==> config.mk <==
export PLATFORM = sky130hd
export DESIGN_NAME = sharpmz_ioctl_bridge
export DESIGN_NICKNAME = d
export VERILOG_FILES = /design/src/rtl/sharpmz_ioctl_bridge.sv
export SDC_FILE = /design/constraint.sdc
export NUM_CORES = 1
export LEC_CHECK = 0
export CORE_ASPECT_RATIO = 1.5
export CORE_MARGIN = 5
export CORE_UTILIZATION = 40
export CTS_BUF_LIST = sky130_fd_sc_hd__clkbuf_2
export CTS_CLUSTER_SIZE = 10
export DETAILED_ROUTE_END_ITERATION = 7
export PLACE_DENSITY = 0.66
export SETUP_SLACK_MARGIN = 0.05
export SLEW_MARGIN = 5
export SYNTH_ARGS = -nofsm -noshare
export SYNTH_HDL_FRONTEND = slang
export SYNTH_SLANG_ARGS = --single-unit
==> constraint.sdc <==
create_clock -name clk_sys -period 5.8 [get_ports clk_sys]
set_input_delay 0.58 -clock clk_sys [delete_from_list [all_inputs] [get_ports clk_sys]]
set_output_delay 0.58 -clock clk_sys [all_outputs]
set_load 0.01 [all_outputs]
==> src/rtl/sharpmz_ioctl_bridge.sv <==
// sharpmz_ioctl_bridge
// Moves HPS ioctl traffic to and from the Sharp MZ memory regions.
// Downloads are packed into BYTES-wide words, staged for one cycle, queued in
// a write FIFO and steered to the region selected by ioctl_index.
// Uploads are served through a single-word read cache.
// ioctl_wait applies back-pressure from FIFO occupancy during downloads and
// from read latency during uploads.
module sharpmz_ioctl_bridge #(
   parameter int IOCTL_AW   = 25,
   parameter int MEM_AW     = 24,
   parameter int BYTES      = 2,
   parameter int FIFO_DEPTH = 8,
   parameter int NUM_CHAN   = 4,
   localparam int CHAN_W    = (NUM_CHAN > 1) ? $clog2(NUM_CHAN) : 1
) (
   input  logic                  clk_sys,
   input  logic                  reset,
   input  logic                  ioctl_download,
   input  logic                  ioctl_upload,
   input  logic [7:0]            ioctl_index,
   input  logic                  ioctl_wr,
   input  logic                  ioctl_rd,
   input  logic [IOCTL_AW-1:0]   ioctl_addr,
   input  logic [7:0]            ioctl_dout,
   output logic [7:0]            ioctl_din,
   output logic                  ioctl_wait,
   output logic                  mem_req,
   output logic                  mem_we,
   output logic [CHAN_W-1:0]     mem_chan,
   output logic [MEM_AW-1:0]     mem_addr,
   output logic [8*BYTES-1:0]    mem_wdata,
   output logic [BYTES-1:0]      mem_be,
   input  logic                  mem_ack,
   input  logic [8*BYTES-1:0]    mem_rdata,
   output logic                  xfer_active,
   output logic                  xfer_err
);

   localparam int LB  = $clog2(BYTES);
   localparam int LBW = (LB > 0) ? LB : 1;
   localparam int PW  = $clog2(FIFO_DEPTH);
   localparam int DW  = 8 * BYTES;

   typedef enum logic [2:0] {
      S_IDLE,
      S_DL,
      S_DRAIN,
      S_UL,
      S_UL_REQ
   } state_t;

   typedef struct packed {
      logic [CHAN_W-1:0] chan;
      logic [MEM_AW-1:0] addr;
      logic [DW-1:0]     data;
      logic [BYTES-1:0]  be;
   } entry_t;

   state_t              state;
   logic                dl_q, ul_q;
   logic [CHAN_W-1:0]   chan;
   logic                void_sess;

   logic                pack_valid;
   logic [MEM_AW-1:0]   pack_addr;
   logic [DW-1:0]       pack_data;
   logic [BYTES-1:0]    pack_be;

   logic                push_q_valid;
   entry_t              push_q;

   entry_t              fifo_mem [FIFO_DEPTH];
   logic [PW-1:0]       wr_ptr, rd_ptr;
   logic [PW:0]         count;

   logic                cache_valid;
   logic [MEM_AW-1:0]   cache_addr;
   logic [DW-1:0]       cache_data;
   logic [MEM_AW-1:0]   rd_addr;
   logic [LBW-1:0]      rd_lane;

   // Byte address split into word address and byte lane.
   logic [MEM_AW-1:0]   req_word;
   logic [LBW-1:0]      req_lane;
   assign req_word = MEM_AW'(ioctl_addr >> LB);
   assign req_lane = (LB == 0) ? '0 : LBW'(ioctl_addr);

   function automatic logic [7:0] lane_of(input logic [DW-1:0] w, input logic [LBW-1:0] l);
      lane_of = w[8*l +: 8];
   endfunction

   // Pack merge: decide the next pack contents and what (if anything) to stage for the FIFO.
   logic                do_wr, same_word;
   logic [DW-1:0]       merge_data;
   logic [BYTES-1:0]    merge_be;
   logic                push_en;
   logic [MEM_AW-1:0]   push_addr;
   logic [DW-1:0]       push_data;
   logic [BYTES-1:0]    push_be;
   logic                pack_valid_n;
   logic [MEM_AW-1:0]   pack_addr_n;
   logic [DW-1:0]       pack_data_n;
   logic [BYTES-1:0]    pack_be_n;

   // NOTE: every signal gets a default before any branch so no latch is inferred.
   always_comb begin
      do_wr        = (state == S_DL) && ioctl_wr && !void_sess;
      same_word    = pack_valid && (pack_addr == req_word);
      merge_data   = same_word ? pack_data : '0;
      merge_be     = same_word ? pack_be   : '0;
      merge_data[8*req_lane +: 8] = ioctl_dout;
      merge_be[req_lane]          = 1'b1;

      push_en      = 1'b0;
      push_addr    = pack_addr;
      push_data    = pack_data;
      push_be      = pack_be;
      pack_valid_n = pack_valid;
      pack_addr_n  = pack_addr;
      pack_data_n  = pack_data;
      pack_be_n    = pack_be;

      if (do_wr) begin
         if (pack_valid && !same_word) begin
            // Old word goes out; the new byte starts a fresh pack even if it is the
            // top lane, so one write never needs two pushes.
            push_en      = 1'b1;
            pack_valid_n = 1'b1;
            pack_addr_n  = req_word;
            pack_data_n  = merge_data;
            pack_be_n    = merge_be;
         end else if (req_lane == LBW'(BYTES - 1)) begin
            push_en      = 1'b1;
            push_addr    = req_word;
            push_data    = merge_data;
            push_be      = merge_be;
            pack_valid_n = 1'b0;
         end else begin
            pack_valid_n = 1'b1;
            pack_addr_n  = req_word;
            pack_data_n  = merge_data;
            pack_be_n    = merge_be;
         end
      end else if ((state == S_DRAIN) && pack_valid) begin
         // Flush a partial word once the session has ended.
         push_en      = 1'b1;
         pack_valid_n = 1'b0;
      end
   end

   // FIFO bookkeeping and the look-ahead occupancy that drives download back-pressure.
   logic                pop, full, fifo_push;
   logic [PW:0]         count_next;
   logic [PW+1:0]       total_next;
   logic                wait_fifo;
   logic                ul_hit;

   always_comb begin
      pop        = mem_ack && (count != '0) && (state != S_UL_REQ);
      full       = (count == (PW+1)'(FIFO_DEPTH));
      fifo_push  = push_q_valid && (!full || pop);
      count_next = count + (PW+1)'(fifo_push) - (PW+1)'(pop);
      // The staged entry is counted too, so the write seen alongside a rising wait still fits.
      total_next = {1'b0, count_next} + (PW+2)'(push_en);
      wait_fifo  = (total_next >= (PW+2)'(FIFO_DEPTH - 1));
      ul_hit     = cache_valid && (cache_addr == req_word);
   end

   // Memory port: upload read in UL_REQ, otherwise the FIFO head; all zero when idle.
   always_comb begin
      mem_req   = 1'b0;
      mem_we    = 1'b0;
      mem_chan  = '0;
      mem_addr  = '0;
      mem_wdata = '0;
      mem_be    = '0;
      if (state == S_UL_REQ) begin
         mem_req  = 1'b1;
         mem_chan = chan;
         mem_addr = rd_addr;
         mem_be   = '1;
      end else if (count != '0) begin
         mem_req   = 1'b1;
         mem_we    = 1'b1;
         mem_chan  = fifo_mem[rd_ptr].chan;
         mem_addr  = fifo_mem[rd_ptr].addr;
         mem_wdata = fifo_mem[rd_ptr].data;
         mem_be    = fifo_mem[rd_ptr].be;
      end
   end

   assign xfer_active = (state != S_IDLE);

   // FIFO storage: written at the tail on every accepted push.
   // NOTE: the storage array has no reset; validity is tracked by count and pointers.
   always_ff @(posedge clk_sys) begin
      if (fifo_push) begin
         fifo_mem[wr_ptr] <= push_q;
      end
   end

   // Session FSM with pack, staging, pointers, cache and registered ioctl outputs.
   // NOTE: all state updates here are non-blocking so every register sees pre-edge values.
   always_ff @(posedge clk_sys) begin
      if (reset) begin
         state        <= S_IDLE;
         dl_q         <= 1'b0;
         ul_q         <= 1'b0;
         chan         <= '0;
         void_sess    <= 1'b0;
         pack_valid   <= 1'b0;
         pack_addr    <= '0;
         pack_data    <= '0;
         pack_be      <= '0;
         push_q_valid <= 1'b0;
         push_q       <= '0;
         wr_ptr       <= '0;
         rd_ptr       <= '0;
         count        <= '0;
         cache_valid  <= 1'b0;
         cache_addr   <= '0;
         cache_data   <= '0;
         rd_addr      <= '0;
         rd_lane      <= '0;
         ioctl_din    <= '0;
         ioctl_wait   <= 1'b0;
         xfer_err     <= 1'b0;
      end else begin
         dl_q         <= ioctl_download;
         ul_q         <= ioctl_upload;

         pack_valid   <= pack_valid_n;
         pack_addr    <= pack_addr_n;
         pack_data    <= pack_data_n;
         pack_be      <= pack_be_n;

         push_q_valid <= push_en;
         push_q       <= '{chan: chan, addr: push_addr, data: push_data, be: push_be};

         if (fifo_push) wr_ptr <= wr_ptr + 1'b1;
         if (pop)       rd_ptr <= rd_ptr + 1'b1;
         count <= count_next;
         if (push_q_valid && !fifo_push) xfer_err <= 1'b1;

         case (state)
            S_IDLE: begin
               ioctl_wait <= 1'b0;
               if ((ioctl_download && !dl_q) || (ioctl_upload && !ul_q)) begin
                  chan        <= CHAN_W'(ioctl_index);
                  void_sess   <= (32'(ioctl_index) >= NUM_CHAN);
                  xfer_err    <= (32'(ioctl_index) >= NUM_CHAN);
                  cache_valid <= 1'b0;
                  state       <= (ioctl_download && !dl_q) ? S_DL : S_UL;
               end
            end
            S_DL: begin
               ioctl_wait <= wait_fifo;
               if (!ioctl_download) state <= S_DRAIN;
            end
            S_DRAIN: begin
               ioctl_wait <= wait_fifo;
               if (!pack_valid && !push_q_valid && (count == '0)) state <= S_IDLE;
            end
            S_UL: begin
               ioctl_wait <= 1'b0;
               if (ioctl_rd) begin
                  if (void_sess) begin
                     ioctl_din <= 8'hFF;
                  end else if (ul_hit) begin
                     ioctl_din <= lane_of(cache_data, req_lane);
                  end else begin
                     rd_addr    <= req_word;
                     rd_lane    <= req_lane;
                     ioctl_wait <= 1'b1;
                     state      <= S_UL_REQ;
                  end
               end else if (!ioctl_upload) begin
                  state <= S_IDLE;
               end
            end
            S_UL_REQ: begin
               if (mem_ack) begin
                  cache_valid <= 1'b1;
                  cache_addr  <= rd_addr;
                  cache_data  <= mem_rdata;
                  ioctl_din   <= lane_of(mem_rdata, rd_lane);
                  ioctl_wait  <= 1'b0;
                  state       <= S_UL;
               end
            end
            default: state <= S_IDLE;
         endcase
      end
   end

endmodule

==> summary.md, run 1 <==
| Metric | Value |
|---|---|
| Status | `finished clean` |
| Detailed Place HPWL | `30.8 mm` |
| Clock-pin slew on the worst setup and hold paths | `110 ps` |
| Worst-skew pair later-pin latency | `1060 ps` |
| Mapped cell area | `0.0212 mm2` |
| Syn nets | `1,505` |
| Fin crit period | `4590 ps` |
| Number of fillers in the final layout | `4,710` |
| CP Capture Type | `output port` |
| Slack of the critical path | `1210 ps` |
| CTS tree | `done` |
| Row count | `103` |
| DIE AREA | `0.0578 mm2` |
| Root Buffer | `clkbuf_2` |
| CP Capture Point | `mem_addr[18]` |
| Via count | `12,400` |
| Layout cell share with drive strength beyond 1 | `19.5%` |
| Type of the worst setup path | `flip-flop to output port` |
| Initial core utilization | `40.3%` |
| Area grow syn2layout | `14.6%` |
| First-pass GRT wire length | `76.0 mm` |
| Placer Congestion | `0.792` |
| Seq pwr share | `50.0%` |
| Hold WC Path Type | `input pin to flip-flop` |
| Startpoint Class | `flip-flop` |
| Largest net degree at the start of global routing | `97` |
| Vias/cell | `5.16` |
| Fin nets | `1,685` |
| MaxCap Viol Count | `0` |
| Arrival time at the worst endpoint | `4010 ps` |
| R2R Path End | `ioctl_wait` |
| Worst Reg2Reg Path Length in Cells | `13` |
| Yosys reg bits | `537` |
| Critical Path RT | `5220 ps` |
| Bufs on Longest Clock Path | `3` |
| Synth unique cells | `56` |
| RSZ-0062 raised after global routing | `false` |
| Setup TNS | `0 ps` |
| Die Y | `292 um` |
| PwrDens | `359 mW/mm2` |
| Worst-margin pin slew | `1210 ps` |
| Antenna violations before repair | `2` |
| Post-synth top flop | `edfxtp_1` |
| Final core occ | `46.2%` |
| Vias in the first global route | `13,300` |
| Setup violations, final | `0` |
| Fin. max-slew vios | `0` |
| Slew margin rel. | `18.4%` |
| GRT Total Usage | `17.0%` |
| Number of synthesized flops with an enable pin | `352` |
| Post-route clock period utilization | `79.1%` |
| I/O pin count | `121` |
| H-tree depth | `3` |
| Pre-CTS WS | `1650 ps` |
| Core area | `0.0526 mm2` |
| P_leak | `8.34 nW` |
| IO buf count | `120` |
| Post-synthesis sequential area ratio | `67.3%` |
| Clock power share | `26.1%` |
| Worst VDD drop | `0.184 mV` |
| Clock Skew | `78.8 ps` |
| Final Hold Fails | `0` |
| Antenna Nets Post-Route | `0` |
| Post-DP Area | `0.0232 mm2` |
| Clock buffer count from CTS | `112` |
| Reg-to-reg setup timing slack | `1930 ps` |
| Mapped Cells | `1,430` |
| Sw Share | `29.8%` |
| Final WL | `48.6 mm` |
| Async set-reset flop share out of synthesis | `0%` |
| Final hold slack | `139 ps` |
| R2r startpoint | `state[0]` |
| Most frequent cells in the layout | `edfxtp_1, dfxtp_1, clkbuf_2` |
| Comb pwr share | `23.9%` |
| Internal power | `6.12 mW` |
| Synth warn | `0` |
| Post-route DRC violation count | `0` |
| Most common cell after layout, fill and taps aside | `edfxtp_1` |
| Max Fclk | `0.218 GHz` |
| DR WL/cell | `20.3 um` |
| Crit path max fanout | `44` |
| CTS sink count | `537` |
| Mean area per synthesized cell | `14.8 um2` |
| Initial drt markers | `918` |
| Grt ovf | `0` |
| P_sw | `2.60 mW` |
| Drt first pass iters | `5` |
| Final Cell Area | `0.0243 mm2` |
| Die width | `198 um` |
==> power by group through the flow <==
stage          clock [mW]  sequential, mW  combinational (mW)
2_1_floorplan           0            4.29                1.36
3_3_place_gp            0            4.44                2.10
3_5_place_dp            0            4.45                2.12
4_1_cts              2.37            4.36                2.13
5_1_grt              2.58            4.39                2.26
6_report             2.28            4.35                2.08
==> cells by family (layout without fill, tap and decap cells) <==
kind of cell               after synthesis  count (layout)  synth area share, %
DFF                                    537             537                 67.3
and+or+nand+nor                        335             335                 6.99
muxes                                  225             225                 15.8
AOI/OAI and AO/OA                      152             152                 4.45
buffers and inverters                  114             394                 2.40
xor gates and xnor gates                56              56                 2.31
adders and majority gates               11              11                0.685
other                                    0               5                    0
==> stage by stage <==
stage               power (mW)  std cells
floorplan                 5.65       1430
global placement          6.55       2177
detailed placement        6.57       2177
CTS                       8.87       2392
global route              9.23       2397
finish                    8.71       2397
==> flip-flops by register name, indices dropped and copies added, names as in the netlist, 2 cells and up, named ones only <==
name	cells
pack_be	2
count	4
chan	2
state	3
wr_ptr	3
push_q	44
pack_data	16
rd_ptr	3
ioctl_din	8
pack_addr	24
rd_addr	24
fifo_mem	352
cache_addr	24
cache_data	16
==> what timing repair did <==
item	in CTS	in global routing
hold buffers	1	0
hold endpoints to repair	55	0
buffers inserted	0	0
gates resized for setup	0	0
==> worst min path at each step <==
stage / slack [ps] / from / to / depth (start not counted)
final: 140 / mem_rdata[3] / cache_data[3] / 3
after global routing: 20 / mem_rdata[3] / cache_data[3] / 3
after CTS: 3 / mem_rdata[14] / cache_data[14] / 3
after detailed placement: 440 / cache_data[4] / cache_data[4] / 2
after global placement: 440 / cache_data[2] / cache_data[2] / 2
after floorplan: 430 / cache_data[0] / cache_data[0] / 2
==> layout make-up <==
| class | count | area [um2] | share of cell area, % |
|---|---|---|---|
| Inverter | 30 | 113 | 0.464 |
| Sequential cell | 537 | 14300 | 58.8 |
| Timing Repair Buffer | 150 | 1440 | 5.94 |
| Multi-Input combinational cell | 779 | 6490 | 26.7 |
| Clock inverter | 37 | 201 | 0.829 |
| Tap cell | 682 | 853 | 3.51 |
| Clock buffer | 177 | 886 | 3.65 |
| Antenna cell | 5 | 12.5 | 0.0515 |
==> synthesized netlist by cell type, types with 3 or more instances <==
cell | instances | area share, %
edfxtp_1 | 352 | 50
dfxtp_1 | 185 | 17
mux2i_1 | 137 | 6.5
nand2_1 | 136 | 2.4
nor2_1 | 121 | 2.1
mux4_2 | 88 | 9.4
clkbuf_1 | 55 | 0.97
a21oi_1 | 53 | 1.3
xnor2_1 | 44 | 1.8
o21ai_0 | 31 | 0.73
inv_1 | 29 | 0.51
a211oi_1 | 18 | 0.64
o21ai_1 | 16 | 0.38
nor2b_1 | 15 | 0.44
buf_2 | 14 | 0.33
xor2_1 | 12 | 0.50
nand4_1 | 11 | 0.32
ha_1 | 10 | 0.59
nor3b_1 | 10 | 0.35
o41ai_1 | 9 | 0.37
a32o_1 | 8 | 0.38
nand3_1 | 8 | 0.19
nor3_1 | 7 | 0.17
buf_1 | 6 | 0.11
buf_4 | 6 | 0.21
nor4_1 | 6 | 0.18
nand2b_1 | 4 | 0.12
a31oi_1 | 3 | 0.089
==> routing by layer <==
metal	GRT usage, %	vias to the layer above	routed length [um]
li1	-	5763	-
met1	20.6	6132	19100
met2	29.7	383	25400
met3	3.70	83	2770
met4	6.03	0	1270
met5	0	-	0
==> worst max-delay path, stage by stage, from the launching register on <==
cell and delay [ps]:
dfxtp_4 970, buf_4 480, mux4_2 540, mux2i_1 320, o21ai_0 130, clkdlybuf4s50_1 510
No activity file was read; power rests on OpenSTA's default activity.
==> run 2, diff against run 1 <==
- PLACE_DENSITY: 0.66 -> 0.64
- clock period: 5.8 -> 4.4 ns (I/O delays scaled with it)
==> run 2 against run 1 <==
- clock-buffer cell count is 11 lower
- critical path type unchanged
- critical endpoint is now mem_chan[1]
- first-iteration DRC count decreased by 15%
- setup slack got worse by 830 ps
- flip-flop and latch count unchanged
- cell count is 1.8% higher
- sequential share of layout area fell by 1.4 points
- critical path depth stayed put
- worst hold slack lost 26 ps
- utilization up 1.1 points
- largest cell class unchanged
- wire length increased by 1.3%
==> summary.md, run 2 (synthesized netlist as in run 1, its figures left out) <==
| Metric | Value |
|---|---|
| Status | `finished clean` |
| Number of fillers in the final layout | `4,643 (-1.4%)` |
| MaxCap Viol Count | `0 (unchanged)` |
| Core area | `0.0526 mm2 (unchanged)` |
| Fin crit period | `4020 ps` |
| Internal power | `8.06 mW (+32%)` |
| Type of the worst setup path | `flip-flop to output port` |
| Clock power share | `25.8% (-0.3 points)` |
| I/O pin count | `121 (unchanged)` |
| Max reg flops | `352 (unchanged)` |
| First-pass GRT wire length | `76.0 mm (about the same)` |
| PwrDens | `466 mW/mm2 (+30%)` |
| CP Capture Type | `output port` |
| Bufs on Longest Clock Path | `3 (unchanged)` |
| Clock buffer count from CTS | `114 (+1.8%)` |
| Fin nets | `1,731 (+2.7%)` |
| DIE AREA | `0.0578 mm2 (unchanged)` |
| Worst-skew pair later-pin latency | `1180 ps (+120 ps)` |
| Startpoint Class | `flip-flop` |
| Placer Congestion | `0.807 (+1.9%)` |
| Die width | `198 um (unchanged)` |
| RSZ-0062 raised after global routing | `false` |
| Initial core utilization | `40.3% (unchanged)` |
| Worst-margin pin slew | `1300 ps (+85.4 ps)` |
| Area grow syn2layout | `17.3%` |
| Vias in the first global route | `13,200 (-0.37%)` |
| Post-route DRC violation count | `0 (unchanged)` |
| Post-DP Area | `0.0233 mm2 (+0.68%)` |
| CTS sink count | `537 (unchanged)` |
| DR WL/cell | `20.2 um (-0.47%)` |
| Antenna Nets Post-Route | `0 (unchanged)` |
| H-tree depth | `3 (unchanged)` |
| Drt first pass iters | `7 (+2)` |
| Clock Skew | `126 ps (+47.6 ps)` |
| Sw Share | `30.4% (+0.60 points)` |
| CP Capture Point | `mem_chan[1]` |
| Final hold slack | `113 ps (-26.2 ps)` |
| GRT Total Usage | `17.1% (+0.13 points)` |
| R2r startpoint | `state[0]` |
| Arrival time at the worst endpoint | `3580 ps (-430 ps)` |
| Row count | `103 (unchanged)` |
| Grt ovf | `0 (unchanged)` |
| Slew margin rel. | `12.7% (-5.7 points)` |
| Root Buffer | `clkbuf_2` |
| P_leak | `8.55 nW (+2.6%)` |
| Post-route clock period utilization | `91.3%` |
| Antenna violations before repair | `3 (+1)` |
| Most frequent cells in the layout | `edfxtp_1, dfxtp_1, clkbuf_2` |
| Final WL | `49.2 mm (+1.3%)` |
| Hold WC Path Type | `input pin to flip-flop` |
| Via count | `12,600 (+1.9%)` |
| Comb pwr share | `25.2% (+1.3 points)` |
| Final Hold Fails | `0 (unchanged)` |
| Setup violations, final | `0 (unchanged)` |
| Area of the multi-input gates | `0.00651 mm2 (+0.17%)` |
| P_sw | `3.52 mW (+36%)` |
| R2R Path End | `ioctl_wait` |
| Max Fclk | `0.249 GHz` |
| Detailed Place HPWL | `31.1 mm (+1.2%)` |
| Initial drt markers | `779 (-15%)` |
| Reg-to-reg setup timing slack | `580 ps (-1350 ps)` |
| Final Instance Count excl. Fillers | `2,440 (+1.8%)` |
| Largest net degree at the start of global routing | `89 (-8.2%)` |
| Worst Reg2Reg Path Length in Cells | `13 (unchanged)` |
| Layout cell share with drive strength beyond 1 | `18.7% (-0.85 points)` |
| Die Y | `292 um (unchanged)` |
| Clock-pin slew on the worst setup and hold paths | `110 ps (about the same)` |
| CP Launch Point | `state[2]` |
| Worst VDD drop | `0.229 mV (+25%)` |
| Seq. cell area | `0.0143 mm2 (unchanged)` |
| CTS tree | `done` |
| Critical Path RT | `3960 ps (-1260 ps)` |
| Crit path max fanout | `26 (-41%)` |
| Most common cell after layout, fill and taps aside | `edfxtp_1` |
| Final Cell Area | `0.0249 mm2 (+2.4%)` |
| Dpl cells | `2,181 (+0.18%)` |
| Top reg by flops | `fifo_mem` |
| Fin. max-slew vios | `0 (unchanged)` |
| IO buf count | `120 (unchanged)` |
| Vias/cell | `5.16 (+0.15%)` |
| Largest registers | `fifo_mem x352, push_q x44` |
| Seq pwr share | `49.0% (-1.0 points)` |
## run 2: cell types whose count changed in the layout (fill, tap and decap cells not counted), moves of 2 or more
cell	change
diode_2	-3
buf_12	+10
clkinv_8	+2
buf_4	-5
clkinv_4	-3
dlygate4sd3_1	+39
inv_2	-2
clkbuf_2	-11
clkinv_1	+13
inv_8	+2
## run 2: what timing repair did
item | in CTS | in global routing
endpoints found under the setup margin | 27 | 0
gates resized for setup | 1 | 0
hold buffers | 40 | 0
setup buffers | 1 | 0
hold endpoints to repair | 89 | 0
## run 2: worst min path at each step
stage              startpoint       endpoint  slack (ps)  cells after the start
3_3_place_gp    cache_data[4]  cache_data[4]         440                      2
2_1_floorplan   cache_data[0]  cache_data[0]         430                      2
3_5_place_dp     pack_data[8]   pack_data[8]         440                      2
6_report       ioctl_addr[24]    rd_addr[23]         110                      3
4_1_cts        ioctl_addr[24]    rd_addr[23]           1                      3
5_1_grt         ioctl_addr[8]     rd_addr[7]          50                      3
## run 2: worst max-delay path: stages (launching register included)
cell and delay (ps):
dfxtp_1 540, or3b_1 550, nand2_4 400, buf_4 350
o21ai_0 150, clkdlybuf4s50_1 490
## run 2: through the flow
stage               total power, mW  setup WS (ps)  util, %  setup TNS (ps)
floorplan                      7.44           -645        -          -85190
global placement               8.69            595     44.4               0
detailed placement             8.72            542     44.4               0
CTS                            11.8            172     47.3               0
global route                   12.2           71.9     47.3               0
finish                         11.6            385     47.3               0
## run 2: metal layers
layer | GRT usage (%) | vias up | part of all wire (%)
li1 | - | 5869 | -
met1 | 20.9 | 6333 | 40
met2 | 30.0 | 340 | 53
met3 | 3.22 | 60 | 4.6
met4 | 6.25 | 0 | 2.5
met5 | 0 | - | 0
## run 2: final cells by class
type / instances / share of cell area [%]
Tap cell: 682 / 3.43
Multi-Input combinational cell: 779 / 26.2
Clock inverter: 50 / 1.04
Clock buffer: 166 / 3.34
Timing Repair Buffer: 194 / 8.09
Inverter: 30 / 0.453
Sequential cell: 537 / 57.5
Antenna cell: 2 / 0.0201
## run 2: power by group through the flow
stage / sequential (mW) / combinational (mW) / clock, mW
after detailed placement: 5.83 / 2.90 / 0
after global routing: 5.71 / 3.17 / 3.38
after global placement: 5.82 / 2.88 / 0
final: 5.68 / 2.92 / 2.98
after CTS: 5.68 / 2.99 / 3.11
after floorplan: 5.65 / 1.79 / 0
